$ cat src/rtl/scenario_loader.sv
// Scenario loader: streams per-sprite position/velocity records from a fixed ROM
// and mirrors them into registered arrays. Optional velocity jitter: SCENARIO_JITTER_EN.
module scenario_loader #(
    parameter int SPRITES    = 4,
    parameter int DIMENSIONS = 2,
    parameter int WIDTH      = 32,
    parameter int SCENARIOS  = 8,
    parameter int AUTOLOAD   = 1,
    localparam int IW        = (SPRITES > 1) ? $clog2(SPRITES) : 1
) (
    input  logic                                          clock_162,
    input  logic                                          rst_n,
    input  logic [15:0]                                   sel,
    input  logic                                          load,
    output logic                                          out_valid,
    input  logic                                          out_ready,
    output logic [IW-1:0]                                 out_idx,
    output logic [DIMENSIONS-1:0][WIDTH-1:0]              out_loc,
    output logic [DIMENSIONS-1:0][WIDTH-1:0]              out_vel,
    output logic [SPRITES-1:0][DIMENSIONS-1:0][WIDTH-1:0] loc_q,
    output logic [SPRITES-1:0][DIMENSIONS-1:0][WIDTH-1:0] vel_q,
    output logic                                          busy,
    output logic                                          done,
    output logic                                          sel_err
);

    typedef enum logic [1:0] {S_IDLE, S_LATCH, S_STREAM, S_DONE} state_t;
    typedef logic [DIMENSIONS-1:0][WIDTH-1:0] rec_t;

    localparam logic [WIDTH-1:0] C_MAG = WIDTH'(32'h0100_0000);
    localparam logic [WIDTH-1:0] V_MAG = WIDTH'(32'h0010_0000);

    // Sign tables: 2-bit code per (sprite, axis) at position 2*(2*i+d); 01=+1, 11=-1, 00=0.
    localparam logic [15:0] POS_A = 16'b1101_0111_1111_0101;
    localparam logic [15:0] POS_B = 16'b0011_0001_1100_0100;
    localparam logic [15:0] VEL_1 = 16'b1100_0100_1100_0100;
    localparam logic [15:0] VEL_2 = 16'b0100_1100_0011_0001;
    localparam logic [15:0] VEL_3 = 16'b1100_0100_0001_0011;

    state_t            state;
    logic [IW-1:0]     idx;
    logic [15:0]       sel_q;
    logic              auto_pend;

    function automatic logic [WIDTH-1:0] rom_val(input logic [15:0] s, input int i,
                                                 input int d, input logic vel);
        logic [15:0]      tbl;
        logic [1:0]       code;
        logic [WIDTH-1:0] mag;
        tbl     = '0;
        code    = 2'b00;
        mag     = vel ? V_MAG : C_MAG;
        rom_val = '0;
        if (int'(s) < SCENARIOS && int'(s) < 4 && i < 4 && d < 2) begin
            unique case ({vel, s[1:0]})
                3'b000, 3'b001: tbl = POS_A;
                3'b010, 3'b011: tbl = POS_B;
                3'b100:         tbl = '0;
                3'b101:         tbl = VEL_1;
                3'b110:         tbl = VEL_2;
                3'b111:         tbl = VEL_3;
            endcase
            code = 2'(tbl >> (2 * (2 * i + d)));
            if (code == 2'b01)      rom_val = mag;
            else if (code == 2'b11) rom_val = '0 - mag;
        end
    endfunction

    function automatic rec_t rom_rec(input logic [15:0] s, input int i, input logic vel);
        for (int d = 0; d < DIMENSIONS; d++) rom_rec[d] = rom_val(s, i, d, vel);
    endfunction

`ifdef SCENARIO_JITTER_EN
    logic [15:0] lfsr;

    always_ff @(posedge clock_162) begin
        if (!rst_n) lfsr <= 16'hACE1;
        else        lfsr <= {lfsr[14:0], lfsr[15] ^ lfsr[13] ^ lfsr[12] ^ lfsr[10]};
    end

    // Nonzero components get an offset in -8..+7; zero components stay exactly zero.
    function automatic rec_t apply_jitter(input rec_t r);
        logic signed [4:0] j;
        j = $signed({1'b0, lfsr[3:0]}) - 5'sd8;
        for (int d = 0; d < DIMENSIONS; d++)
            apply_jitter[d] = (r[d] != '0) ? r[d] + {{(WIDTH-5){j[4]}}, j} : r[d];
    endfunction
`else
    function automatic rec_t apply_jitter(input rec_t r);
        apply_jitter = r;
    endfunction
`endif

    always_ff @(posedge clock_162) begin
        if (!rst_n) begin
            state     <= S_IDLE;
            idx       <= '0;
            sel_q     <= '0;
            out_valid <= 1'b0;
            out_idx   <= '0;
            out_loc   <= '0;
            out_vel   <= '0;
            // NOTE: the result arrays are reset on purpose; an aborted load must not leave stale sprites.
            loc_q     <= '0;
            vel_q     <= '0;
            busy      <= 1'b0;
            done      <= 1'b0;
            sel_err   <= 1'b0;
            auto_pend <= (AUTOLOAD != 0);
        end else begin
            // NOTE: default-low assignment makes done a single-cycle pulse without extra logic.
            done <= 1'b0;
            unique case (state)
                S_IDLE: begin
                    if (load || auto_pend) begin
                        sel_q     <= sel;
                        auto_pend <= 1'b0;
                        busy      <= 1'b1;
                        state     <= S_LATCH;
                    end
                end
                S_LATCH: begin
                    idx       <= '0;
                    out_idx   <= '0;
                    sel_err   <= (int'(sel_q) >= SCENARIOS);
                    out_loc   <= rom_rec(sel_q, 0, 1'b0);
                    out_vel   <= apply_jitter(rom_rec(sel_q, 0, 1'b1));
                    out_valid <= 1'b1;
                    state     <= S_STREAM;
                end
                S_STREAM: begin
                    if (out_valid && out_ready) begin
                        loc_q[idx] <= out_loc;
                        vel_q[idx] <= out_vel;
                        if (idx == IW'(SPRITES - 1)) begin
                            out_valid <= 1'b0;
                            busy      <= 1'b0;
                            done      <= 1'b1;
                            state     <= S_DONE;
                        end else begin
                            idx     <= idx + 1'b1;
                            out_idx <= idx + 1'b1;
                            out_loc <= rom_rec(sel_q, int'(idx) + 1, 1'b0);
                            out_vel <= apply_jitter(rom_rec(sel_q, int'(idx) + 1, 1'b1));
                        end
                    end
                end
                S_DONE: state <= S_IDLE;
            endcase
        end
    end

endmodule

$ cat config.mk
export PLATFORM = sky130hd
export DESIGN_NAME = scenario_loader
export DESIGN_NICKNAME = d
export VERILOG_FILES = /design/src/rtl/scenario_loader.sv
export SDC_FILE = /design/constraint.sdc
export NUM_CORES = 1
export LEC_CHECK = 0
export CELL_PAD_IN_SITES_DETAIL_PLACEMENT = 0
export CELL_PAD_IN_SITES_GLOBAL_PLACEMENT = 1
export CORE_AREA = 5 5 259 261
export DETAILED_ROUTE_END_ITERATION = 8
export DIE_AREA = 0 0 264 266
export PLACE_DENSITY = 0.51
export SYNTH_ARGS = -nofsm -noshare
export SYNTH_HDL_FRONTEND = slang
export SYNTH_SLANG_ARGS = --single-unit
$ cat constraint.sdc
create_clock -name clock_162 -period 2.3 [get_ports clock_162]
set_clock_uncertainty 0.1 [all_clocks]
set_input_delay 0.46 -clock clock_162 [delete_from_list [all_inputs] [get_ports clock_162]]
set_output_delay 0.46 -clock clock_162 [all_outputs]
set_load 0.02 [all_outputs]
# After elaboration in Yosys (flattened, before gate mapping)

Cells that the tools add are included.
W data, S select, Z words.

Flip-flop bits (word level): 665
Latch bits: 0
Bits in writable memories: 0
Bits in read-only memories: 0
Input bits: 20
Output and inout bits: 646
Word-level logic and storage cells: 151
Memories: 0

$add $sub $neg: 3
Multiply operators: 0
Divide/modulo/power cells: 0
Order comparisons: 6
Equal/unequal tests: 27
Shift-type cells: 4
Muxes and demuxes: 65
Bitwise operators: 0
Reduce and logical (&&, ||, !) cells: 18

Operator list:

| operator              | number |
|---|---|
| $mux W32              | 24 |
| $bwmux W256           | 2 |
| $mux W64              | 5 |
| $pmux W64 S2          | 2 |
| $mux W16              | 10 |
| $demux W64 S2         | 1 |
| $pmux W16 S4          | 1 |
| $shr A16 B32 Y2       | 2 |
| $pmux W16 S2          | 1 |
| $eq A2 B2 Y1 const B  | 13 |
| $mux W4               | 6 |
| $eq A2 B1 Y1 const B  | 10 |
| $ge A16 B4 Y1 const B | 1 |
| $lt A16 B3 Y1 const B | 1 |
| $lt A16 B4 Y1 const B | 1 |
| $shr A16 B5 Y2        | 1 |
| $shr A16 B6 Y2        | 1 |
| $reduce_and A3 Y1     | 4 |
| $mux W2               | 5 |
| $ne A2 B2 Y1 const B  | 4 |
| $pmux W2 S4           | 1 |
| $add A4 B1 Y5 const B | 1 |
| $logic_and A1 B1 Y1   | 4 |
| $logic_not A2 Y1      | 2 |
| other kinds (13)      | 20 |

# Depth between registers and ports, before layout

Depth after elaboration: 16
Gate-level depth with buffers: 8
Depth with buffers taken out: 6

# Worst setup path after synthesis

No wires, ideal clock.

Path type: register to register
From: register idx[1]
To: register out_loc[56] in the netlist's numbering
Setup time: 0.117 ns
Arrival: 1.708 ns
Data required time: 2.083 ns
Setup slack: 0.374 ns
Cell stages (with the launch flop): 6
Buffers on the path: 0
Period minus slack after synthesis: 1.926 ns
Cells stage by stage: dfxtp_1 > ha_1 > and4b_1 > or2_2 > and3_1 > a32o_1

Longest elaborated chain between the ends: 10
Elaborated cells between the ends (all ways): 16
Those cells by class: add/sub (2); order compare (1); eq/ne (4); shift (1); mux (6); reduce/logical (2)

RTL lines:

| what                     | line | RTL |
|---|---|---|
| start: declaration       | 41   | `logic [IW-1:0] idx;` |
| start signal: assignment | 141  | `idx <= idx + 1'b1;` |
| $add A2 B1 Y3            | 143  | `out_loc <= rom_rec(sel_q, int'(idx) + 1, 1'b0);` |
| $add A4 B1 Y5            | 63   | `code = 2'(tbl >> (2 * (2 * i + d)));` |
| $shr A16 B32 Y2          | 63   |  |
| $eq A2 B2 Y1             | 65   | `else if (code == 2'b11) rom_val = '0 - mag;` |
| $mux W32                 | 65   |  |
| $mux W32                 | 64   | `if (code == 2'b01) rom_val = mag;` |
| $mux W32                 | 54   | `if (int'(s) < SCENARIOS && int'(s) < 4 && i < 4 && d < 2) begin` |
| $mux W64                 | 135  | `if (idx == IW'(SPRITES - 1)) begin` |
| $mux W64                 | 132  | `if (out_valid && out_ready) begin` |
| $pmux W64 S2             | 113  | `unique case (state)` |
| end signal: assignment   | 126  | `out_loc <= rom_rec(sel_q, 0, 1'b0);` |
| end signal: assignment   | 143  |  |
| end: declaration         | 18   | `output logic [DIMENSIONS-1:0][WIDTH-1:0] out_loc,` |

Several ways; a longest one is shown, not always the timed one. The select of a mux whose other input is x is not followed.
A chain may end at the register's enable or synchronous reset.

==> qor.yml <==
status: "finished clean"
hold_class: "reg2reg"
drtIter0Drc: 150
port_buffers: 225
drt_first_pass_iters: 4
ys_seq_area_share_pct: 18.4
syn-instance-count: 921
most-common-layout-cells: "conb_1, clkdlybuf4s50_1, nand2_1"
clock_path_buffers: 2
cts_tree: "done"
required_ns: 1.74
cap_violations: 0
fin_total_pwr_mw: 4.34
root_buffer: "clkbuf_16"
drc: 0
grt_use_met3_pct: 2.21
start_util_pct: 11.0
cts_sinks: 65
grt_util_met2_pct: 9.05
grt_max_degree: 37
cpPeakStageDelay_ns: 0.62
ys_types: 40
holdPathStages: 2
ios: 666
ys_warn_count: 0
synth-edff-count: 0
min_to: "sel_q[7]"
coreArea_sq_um: 64200
drive_gt1_share_pct: 4.10
yosys_most_used_dff: "dfxtp_1"
powerDensity_nw_per_um2: 548
worstReg2RegStart: "sel_q[4]"
tightestPinTransition_ns: 0.688
worstSetupPathType: "reg2out"
async_reset_ff_share_pct: 0
fin_nets: 1021
die_w_microns: 264
fill_cells: 7474
rsz0062_at_grt: "false"
gp_congestion: 0.713
cp-start-kind: "register"
dp_hpwl_mm: 16.8
crit_path_max_fanout: 8
layout_commonest_cell: "conb_1"
hold_violations: 0
cts-htree-levels: 3
tns_ns: 0
grt_overflow_total: 0
crit_slowest_cell: "clkdlybuf4s50_1"
maxSlewHeadroom_pct: 54.0
worstHoldStart: "sel_q[7]"
fin_crit_ns: 2.22
final_util_pct: 12.3
fin_area_sq_um: 7920
timing.hold.ws_ns: 0.351
drtAntennaViolNets: 0
ys_ff_latch: 65
dp_slack_ns: 0.125
grt_pass1_wl_mm: 26.7
worst_setup_path_end_kind: "output pin"
syn2layout_area_growth_pct: 11.8
path_delay_family: "buffers and inverters"
reg2reg_depth: 4
drt_wl_total_mm: 19.8
r2r_setup_slack_ns: 0.25
cp.buffers_inverters: 2
leakage_nw: 3.32
fmax_ghz: 0.450
clkLatencyLatePin_ns: 0.35
cp_cell_sequence: "buf_4 > clkdlybuf4s50_1"
grt_pass1_vias: 3982
syn_avg_cell_area_sq_um: 7.69
ir_worst_vdd_mv: 0.316
die_h_microns: 266
die_area_sq_um: 70200
placed_cells: 1838
top_usage_layer: "met2"
postCtsSetupBuffers: 0
stdcell_count: 1855
synth_area_sq_um: 7090
r2r-end: "out_vel[52]"
vias_per_cell: 2.31
grt_util_met1_pct: 5.26
antenna_found_initial: 4
placementRows: 93
setup_slack_ns: 0.0790
setup_viol: 0
slew_viol_final: 0
wl_per_cell_microns: 10.7
cts_buffers: 9
vias: 4285
clk_pin_slew_ns: 0.06
dpl-instance-area_sq_um: 7620
fin_crit_sh_pct: 96.6
cp.arrival_ns: 1.66
track_usage_pct: 5.00
Yosys cell counts (all sizes together), types with 2 or more instances:
cell	count	share of area, %
dfxtp	65	18
a32oi	2	0.25
buf	600	64
nand4	2	0.18
inv	5	0.26
and3	3	0.26
clkbuf	20	1.1
nor2	13	0.69
nand2	104	5.5
o31ai	2	0.21
or3	2	0.18
and2	4	0.35
nand3	3	0.21
ha	7	1.2
o21ai	6	0.42
a22oi	2	0.21
a21oi	55	3.9
or4	2	0.32
nor2b	2	0.18
mux2i	3	0.42
final cells by class:
type	count	area (sq um)	share of cell area, %
diodes	1	2.50	0.0316
clock buffers	10	229	2.89
clock inverters	6	67.6	0.853
inverters	6	22.5	0.284
multi-input cells	669	2830	35.7
flip-flops and latches	65	1300	16.4
well taps	855	1070	13.5
repair buffers	243	2400	30.3
power by group:
group	total, mW	internal [mW]	switching, mW
combinational	1.59	0.351	1.24
sequential	1.33	1.24	0.0865
clock	1.42	0.844	0.575
worst register-to-register path, stage by stage (launching register included):
cell and delay [ns]:
dfxtp_1 0.31, or4_4 0.61, nor4_4 0.54, o2111ai_1 0.23
a21oi_1 0.18
state kept, by name, summed over array words and instances (netlist names):
| signal | flops |
|---|---|
| done | 1 |
| auto_pend | 1 |
| busy | 1 |
| sel_err | 1 |
| vel_q | 16 |
| idx | 2 |
| loc_q | 16 |
| out_vel | 4 |
| out_valid | 1 |
| state | 2 |
| sel_q | 16 |
| out_loc | 4 |
worst max path at each step:
stage | from | to | slack (ns) | cells past startpoint
final | out_loc[30] | out_loc[29] | 0.08 | 2
after global routing | vel_q[222] | vel_q[216] | 0.005 | 1
after CTS | vel_q[254] | vel_q[251] | 0.01 | 1
after detailed placement | out_ready | busy | 0.13 | 5
after global placement | out_ready | idx[0] | 0.15 | 5
after floorplan | idx[1] | out_loc[56] | 0.37 | 5
cells by family after synthesis:
family                   after synthesis  synth area share [%]
other                                  1                0.0529
buffers and inverters                626                  64.9
AND/OR/NAND/NOR                      144                  9.04
AO/OA/AOI/OAI                         75                  5.93
flip-flops                            65                  18.4
adder cells (fa/ha/maj)                7                  1.24
multiplexers                           3                 0.424
per-layer routing:
layer	routed length, microns	share of wire, %	vias up
met5	13	0.066	-
met4	234	1.2	2
met3	2390	12	10
met2	10200	52	364
met1	6940	35	1925
li1	-	-	1984
what timing repair did:
action                                  CTS  global route
endpoints found under the setup margin    0            11
resized for setup                         0             1
hold buffers                              0             0
Note: power is estimated with default switching activity, not from simulation.
